<file path="src/rtl/arb_pkg.sv">
`default_nettype none
// ---------------------------------------------------------------------
// arb_pkg : shared state encoding, defaults and round-robin search
// Rev 1.0
// ---------------------------------------------------------------------
package arb_pkg;

    typedef enum logic [1:0] {
        IDLE    = 2'd0,
        GRANT   = 2'd1,
        RELEASE = 2'd2
    } arb_state_t;

    localparam int ARB_HOLD_MAX_DEF = 8;
    localparam int ARB_NREQ         = 4;

    // First set request bit searching circularly from last+1; returns last if none.
    function automatic logic [1:0] rr_pick(input logic [3:0] req, input logic [1:0] last);
        logic [1:0] idx;
        logic       found;
        rr_pick = last;
        found   = 1'b0;
        for (int off = 1; off <= ARB_NREQ; off++) begin
            idx = last + 2'(off);
            if (!found && req[idx]) begin
                rr_pick = idx;
                found   = 1'b1;
            end
        end
    endfunction

endpackage
`default_nettype wire

</file>
<file path="src/rtl/rr_grant_arbiter_if.sv">
`default_nettype none
// ---------------------------------------------------------------------
// rr_grant_arbiter_if : request/grant bundle between requesters and arbiter
// Rev 1.0
// ---------------------------------------------------------------------
interface rr_grant_arbiter_if;
    logic [3:0] req;
    logic       done;
    logic [3:0] gnt_n;
    logic [1:0] gnt_idx;
    logic       busy;
    logic       timeout;

    modport master (output req, done, input gnt_n, gnt_idx, busy, timeout);
    modport slave  (input req, done, output gnt_n, gnt_idx, busy, timeout);
endinterface
`default_nettype wire

</file>
<file path="src/rtl/dec2to4_n.sv">
`default_nettype none
// ---------------------------------------------------------------------
// dec2to4_n : gate-level 2-to-4 decoder, active-low enable and outputs
// Rev 1.0
// ---------------------------------------------------------------------
module dec2to4_n (
    input  logic [1:0] a,
    input  logic       en_n,
    output logic [3:0] y_n
);
    logic w_a0_n;
    logic w_a1_n;
    logic w_en;

    not  u_inv_a0 (w_a0_n, a[0]);
    not  u_inv_a1 (w_a1_n, a[1]);
    not  u_inv_en (w_en,   en_n);

    nand u_nand_0 (y_n[0], w_a1_n, w_a0_n, w_en);
    nand u_nand_1 (y_n[1], w_a1_n, a[0],   w_en);
    nand u_nand_2 (y_n[2], a[1],   w_a0_n, w_en);
    nand u_nand_3 (y_n[3], a[1],   a[0],   w_en);
endmodule
`default_nettype wire

</file>
<file path="src/rtl/rr_grant_arbiter.sv">
`default_nettype none
// ---------------------------------------------------------------------
// rr_grant_arbiter : 4-way round-robin arbiter with hold-time limit
// Rev 1.0
// ---------------------------------------------------------------------
module rr_grant_arbiter
    import arb_pkg::*;
#(
    parameter int HOLD_MAX = ARB_HOLD_MAX_DEF
) (
    input  logic                 clk,
    input  logic                 rst_n,
    rr_grant_arbiter_if.slave    bus
);
    localparam logic [3:0] c_HOLD_LIM = 4'(HOLD_MAX - 1);

    arb_state_t r_state;
    logic [1:0] r_gnt_idx;
    logic [1:0] r_last_idx;
    logic [3:0] r_cnt;
    logic [3:0] r_gnt_n;
    logic       r_busy;
    logic       r_timeout;

    logic [1:0] w_pick;
    logic       w_start;
    logic [3:0] w_dec_n;
    logic       w_hold_req;
    logic       w_limit;
    logic       w_exit;

    assign w_pick     = rr_pick(bus.req, r_last_idx);
    assign w_start    = (r_state == IDLE) && (|bus.req);
    assign w_hold_req = bus.req[r_gnt_idx];
    assign w_limit    = (r_cnt == c_HOLD_LIM);
    assign w_exit     = bus.done || !w_hold_req || w_limit;

    // Decoder sees the index being loaded, so gnt_n lines up with the GRANT state.
    dec2to4_n u_dec (
        .a    (w_pick),
        .en_n (!w_start),
        .y_n  (w_dec_n)
    );

    always_ff @(posedge clk) begin
        if (!rst_n) begin
            r_state    <= IDLE;
            r_gnt_n    <= 4'b1111;
            r_gnt_idx  <= 2'd3;
            r_last_idx <= 2'd3;
            r_cnt      <= 4'd0;
            r_busy     <= 1'b0;
            r_timeout  <= 1'b0;
        end else begin
            case (r_state)
                IDLE: begin
                    r_timeout <= 1'b0;
                    if (w_start) begin
                        r_state   <= GRANT;
                        r_gnt_idx <= w_pick;
                        r_gnt_n   <= w_dec_n;
                        r_busy    <= 1'b1;
                        r_cnt     <= 4'd0;
                    end
                end
                GRANT: begin
                    if (w_exit) begin
                        r_state   <= RELEASE;
                        r_gnt_n   <= 4'b1111;
                        r_busy    <= 1'b0;
                        // Only a pure counter expiry is a forced release.
                        r_timeout <= w_limit && !bus.done && w_hold_req;
                    end else begin
                        r_cnt <= r_cnt + 4'd1;
                    end
                end
                RELEASE: begin
                    r_state    <= IDLE;
                    r_last_idx <= r_gnt_idx;
                    r_cnt      <= 4'd0;
                    r_timeout  <= 1'b0;
                end
                default: begin
                    r_state   <= IDLE;
                    r_gnt_n   <= 4'b1111;
                    r_busy    <= 1'b0;
                    r_timeout <= 1'b0;
                    r_cnt     <= 4'd0;
                end
            endcase
        end
    end

    assign bus.gnt_n   = r_gnt_n;
    assign bus.gnt_idx = r_gnt_idx;
    assign bus.busy    = r_busy;
    assign bus.timeout = r_timeout;
endmodule
`default_nettype wire
</file>
<file path="src/flat_wrapper.sv">
// flat-port wrapper written by rule: the top's interface ports become plain ports
module rr_grant_arbiter_flat import arb_pkg::*;
#(
    parameter int HOLD_MAX = ARB_HOLD_MAX_DEF
)
  (clk, rst_n, bus_req, bus_done, bus_gnt_n, bus_gnt_idx, bus_busy, bus_timeout);
  rr_grant_arbiter_if bus_i ();
  input  logic clk;
  input  logic rst_n;
  input wire logic [$bits(bus_i.req)-1:0] bus_req;
  input wire logic [$bits(bus_i.done)-1:0] bus_done;
  output wire logic [$bits(bus_i.gnt_n)-1:0] bus_gnt_n;
  output wire logic [$bits(bus_i.gnt_idx)-1:0] bus_gnt_idx;
  output wire logic [$bits(bus_i.busy)-1:0] bus_busy;
  output wire logic [$bits(bus_i.timeout)-1:0] bus_timeout;
  assign bus_i.req = bus_req;
  assign bus_i.done = bus_done;
  assign bus_gnt_n = bus_i.gnt_n;
  assign bus_gnt_idx = bus_i.gnt_idx;
  assign bus_busy = bus_i.busy;
  assign bus_timeout = bus_i.timeout;
  rr_grant_arbiter #(.HOLD_MAX(HOLD_MAX)) u_core (.clk(clk), .rst_n(rst_n), .bus(bus_i));
endmodule
</file>
<file path="config.mk">
export PLATFORM = sky130hd
export DESIGN_NAME = rr_grant_arbiter_flat
export DESIGN_NICKNAME = d
export VERILOG_FILES = /design/src/rtl/arb_pkg.sv /design/src/rtl/rr_grant_arbiter_if.sv /design/src/rtl/dec2to4_n.sv /design/src/rtl/rr_grant_arbiter.sv /design/src/flat_wrapper.sv
export SDC_FILE = /design/constraint.sdc
export NUM_CORES = 1
export LEC_CHECK = 0
export CAP_MARGIN = 20
export CORE_MARGIN = 3
export CORE_UTILIZATION = 30
export DETAILED_ROUTE_END_ITERATION = 10
export GPL_TIMING_DRIVEN = 0
export PLACE_DENSITY = 0.53
export SYNTH_ARGS = -nofsm -noshare
export SYNTH_HDL_FRONTEND = slang
export SYNTH_HIERARCHICAL = 1
export SYNTH_SLANG_ARGS = --single-unit
</file>
<file path="constraint.sdc">
create_clock -name clk -period 4.9 [get_ports clk]
set_clock_uncertainty 0.15 [all_clocks]
set_input_delay 0.98 -clock clk [delete_from_list [all_inputs] [get_ports clk]]
set_output_delay 0.98 -clock clk [all_outputs]
set_load 0.01 [all_outputs]
</file>
==> flow_summary.ini <==
[timing]
worst_hold_slack_ps = 310
final.setup.tns_ps = 0
slew_violations = 0
slew_headroom_pct = 67.7
fin_ws_ps = 2120
finalCriticalPeriod_ps = 2780
rsz0062_at_grt = false
setup_viol = 0
hold_violations = 0
period_share_pct = 56.7
worst_slew_pin_slew_ps = 485
clock.fmax_mhz = 360

[placement]
hpwlAfterDp_um = 1450
io_buffer_count = 14
placed_cell_area_um2 = 1020
post-place-ws_ps = 1830
gp_congestion = 0.734

[yosys]
yosys_register_bits = 16
netlist_top_cells_area = dfxtp_1 (38%), nand3_1 (4.7%), inv_1 (4.4%)
ys.flop_type = dfxtp_1
synthTopCellsByCount = dfxtp_1 (16), inv_1 (10), nor2_1 (10)
synth_edf_count = 0
yosysWarnings = 6
synth_area_um2 = 846
synth.avg_cell_area_um2 = 8.06
synthDistinctLibCells = 31
async_reset_ff_share_pct = 0
synth.top_cell.area_share_pct = 37.9
yosysMostFrequentCell = dfxtp_1
syn_nets = 113
synth_area_leader_cell = dfxtp_1
netlist_instances = 105
ys_seq_area_share_pct = 37.9

[global_routing]
grt.met3_usage_pct = 3.27
grtUsageTotal_pct = 13.5
top_usage_layer = met2
grt_max_degree = 11
grt_util_met1_pct = 18.2
overflow = 0
use_met2_pct = 20.2
grt_pass1_wl_um = 3610
antenna_found_initial = 0
grt_pass1_vias = 819

[cts]
cts_buffer_depth = 2
cts-root-buf = clkbuf_4
cts_resized = 0
htreeDepth = 1
cts_sinks = 16
cts_buffers = 3
clock_latency_ps = 280
clk_pin_slew_ps = 90
holdBufCountCts = 0
cts_tree = done
cts_setup_buffers = 0

[detailed_routing]
route.detailed.drc = 0
drt_iter0_markers = 42
wl_um = 1940
vias = 831
dr.pass1.iters = 4
ant_nets = 0
via_per_inst = 5.43
post_drt_wl_per_cell_um = 12.7

[final_layout]
area_growth_pct = 25.3
antenna-diode-count = 0
fin_nets = 132
finish.instance_area_um2 = 1060
drive_gt1_share_pct = 5.69

[floorplanning]
num_rows = 18
start_util_pct = 32.9
die_area_um2 = 3490
fp.dieH_um = 59.1
io_pins = 15
die_w_um = 59.1
coreArea_um2 = 2570

[power]
combinationalPowerShare_pct = 24.0
power_density_nw_per_um2 = 294
clkPwrFrac_pct = 27.8
leakage_nw = 0.432
p_int_w = 0.000221
power.switching_w = 0.0000910
power_frac_seq_pct = 48.2
switching_share_pct = 29.2
vdd_ir_drop_max_uv = 128

[hold_path]
min_path_type = reg2reg

[worst_setup_path]
reg2reg_slack_ps = 2950
worstPathRequired_ps = 4910
endpoint_kind = flop
cp.arrival_ps = 2790
start_kind = input port
worstSetupPathType = in2reg
path_max_fanout = 6

[outcome]
outcome = completed

[run]
cap_violations = 0
## critical path, cell delays in order
cell	delay [ps]
clkdlybuf4s50_1	500
nand2b_1	150
o21ai_0	90
a221oi_1	400
inv_1	130
or3b_1	380
nor2_1	110
a31oi_1	50
## power groups by stage
stage                     clock network [W]   logic, W  registers (W)
after CTS                         0.0000920  0.0000753       0.000150
after global routing              0.0000997  0.0000851       0.000152
after global placement                    0  0.0000743       0.000153
after detailed placement                  0  0.0000749       0.000153
after floorplan                           0  0.0000447       0.000154
final                             0.0000866  0.0000749       0.000150
## kinds of logic (layout without fill, tap and decap cells)
group                    after synthesis  count (layout)  share of synthesized area, %
adder cells (fa/ha/maj)                1               1                          1.48
AND/OR/NAND/NOR                       45              45                          27.8
multiplexers                           3               3                          3.55
flip-flops                            16              16                          37.9
buffers and inverters                 12              30                          5.47
AO/OA/AOI/OAI                         28              28                          23.8
## metal layers
| metal | part of all wire, % | routed length [um] |
|---|---|---|
| met2 | 44 | 860 |
| met5 | 0 | 0 |
| met4 | 1.4 | 28 |
| met1 | 48 | 936 |
| met3 | 6.0 | 116 |
## worst paths after layout
kind	startpoint	end	cells past startpoint
worst min register to register	u_core/bus.gnt_n[1]	u_core/bus.gnt_n[1]	2
worst max register to register	u_core/r_last_idx[0]	u_core/bus.gnt_n[2]	7
worst min-delay path	u_core/bus.gnt_n[1]	u_core/bus.gnt_n[1]	2
worst max-delay path	bus_req[3]	u_core/bus.gnt_n[2]	8
## through the flow
| stage | cells | utilization [%] | total power, W |
|---|---|---|---|
| after floorplan | 105 | - | 0.000198 |
| final | 153 | 41.3 | 0.000312 |
| after detailed placement | 149 | 39.9 | 0.000228 |
| after global placement | 149 | 39.9 | 0.000227 |
| after global routing | 153 | 41.3 | 0.000337 |
| after CTS | 153 | 41.3 | 0.000317 |
## cell type report
type	instances	area [um^2]
sequential	16	320
tap	30	37.5
multi-input combinational	77	479
inverter	10	37.5
fill	274	1510
buffer	2	8.76
timing repair buffer	14	140
clock buffer	4	36.3
## sequential cells by signal (all words and copies together), names as in the netlist
name	flops
u_core/bus.busy	1
u_core/bus.gnt_idx	2
u_core/bus.gnt_n	4
u_core/bus.timeout	1
u_core/r_cnt	4
u_core/r_last_idx	2
u_core/r_state	2
## cell usage in the layout (no fill, tap or decap), types with 3 or more instances in the layout
cell,n
a31oi_1,5
clkbuf_4,3
clkdlybuf4s50_1,14
dfxtp_1,16
inv_1,10
mux2i_1,3
nand2_1,9
nand2b_1,4
nand3_1,8
nand3b_1,3
nor2_1,10
o211ai_1,4
o21ai_0,5
(Power assumes the default switching activity.)
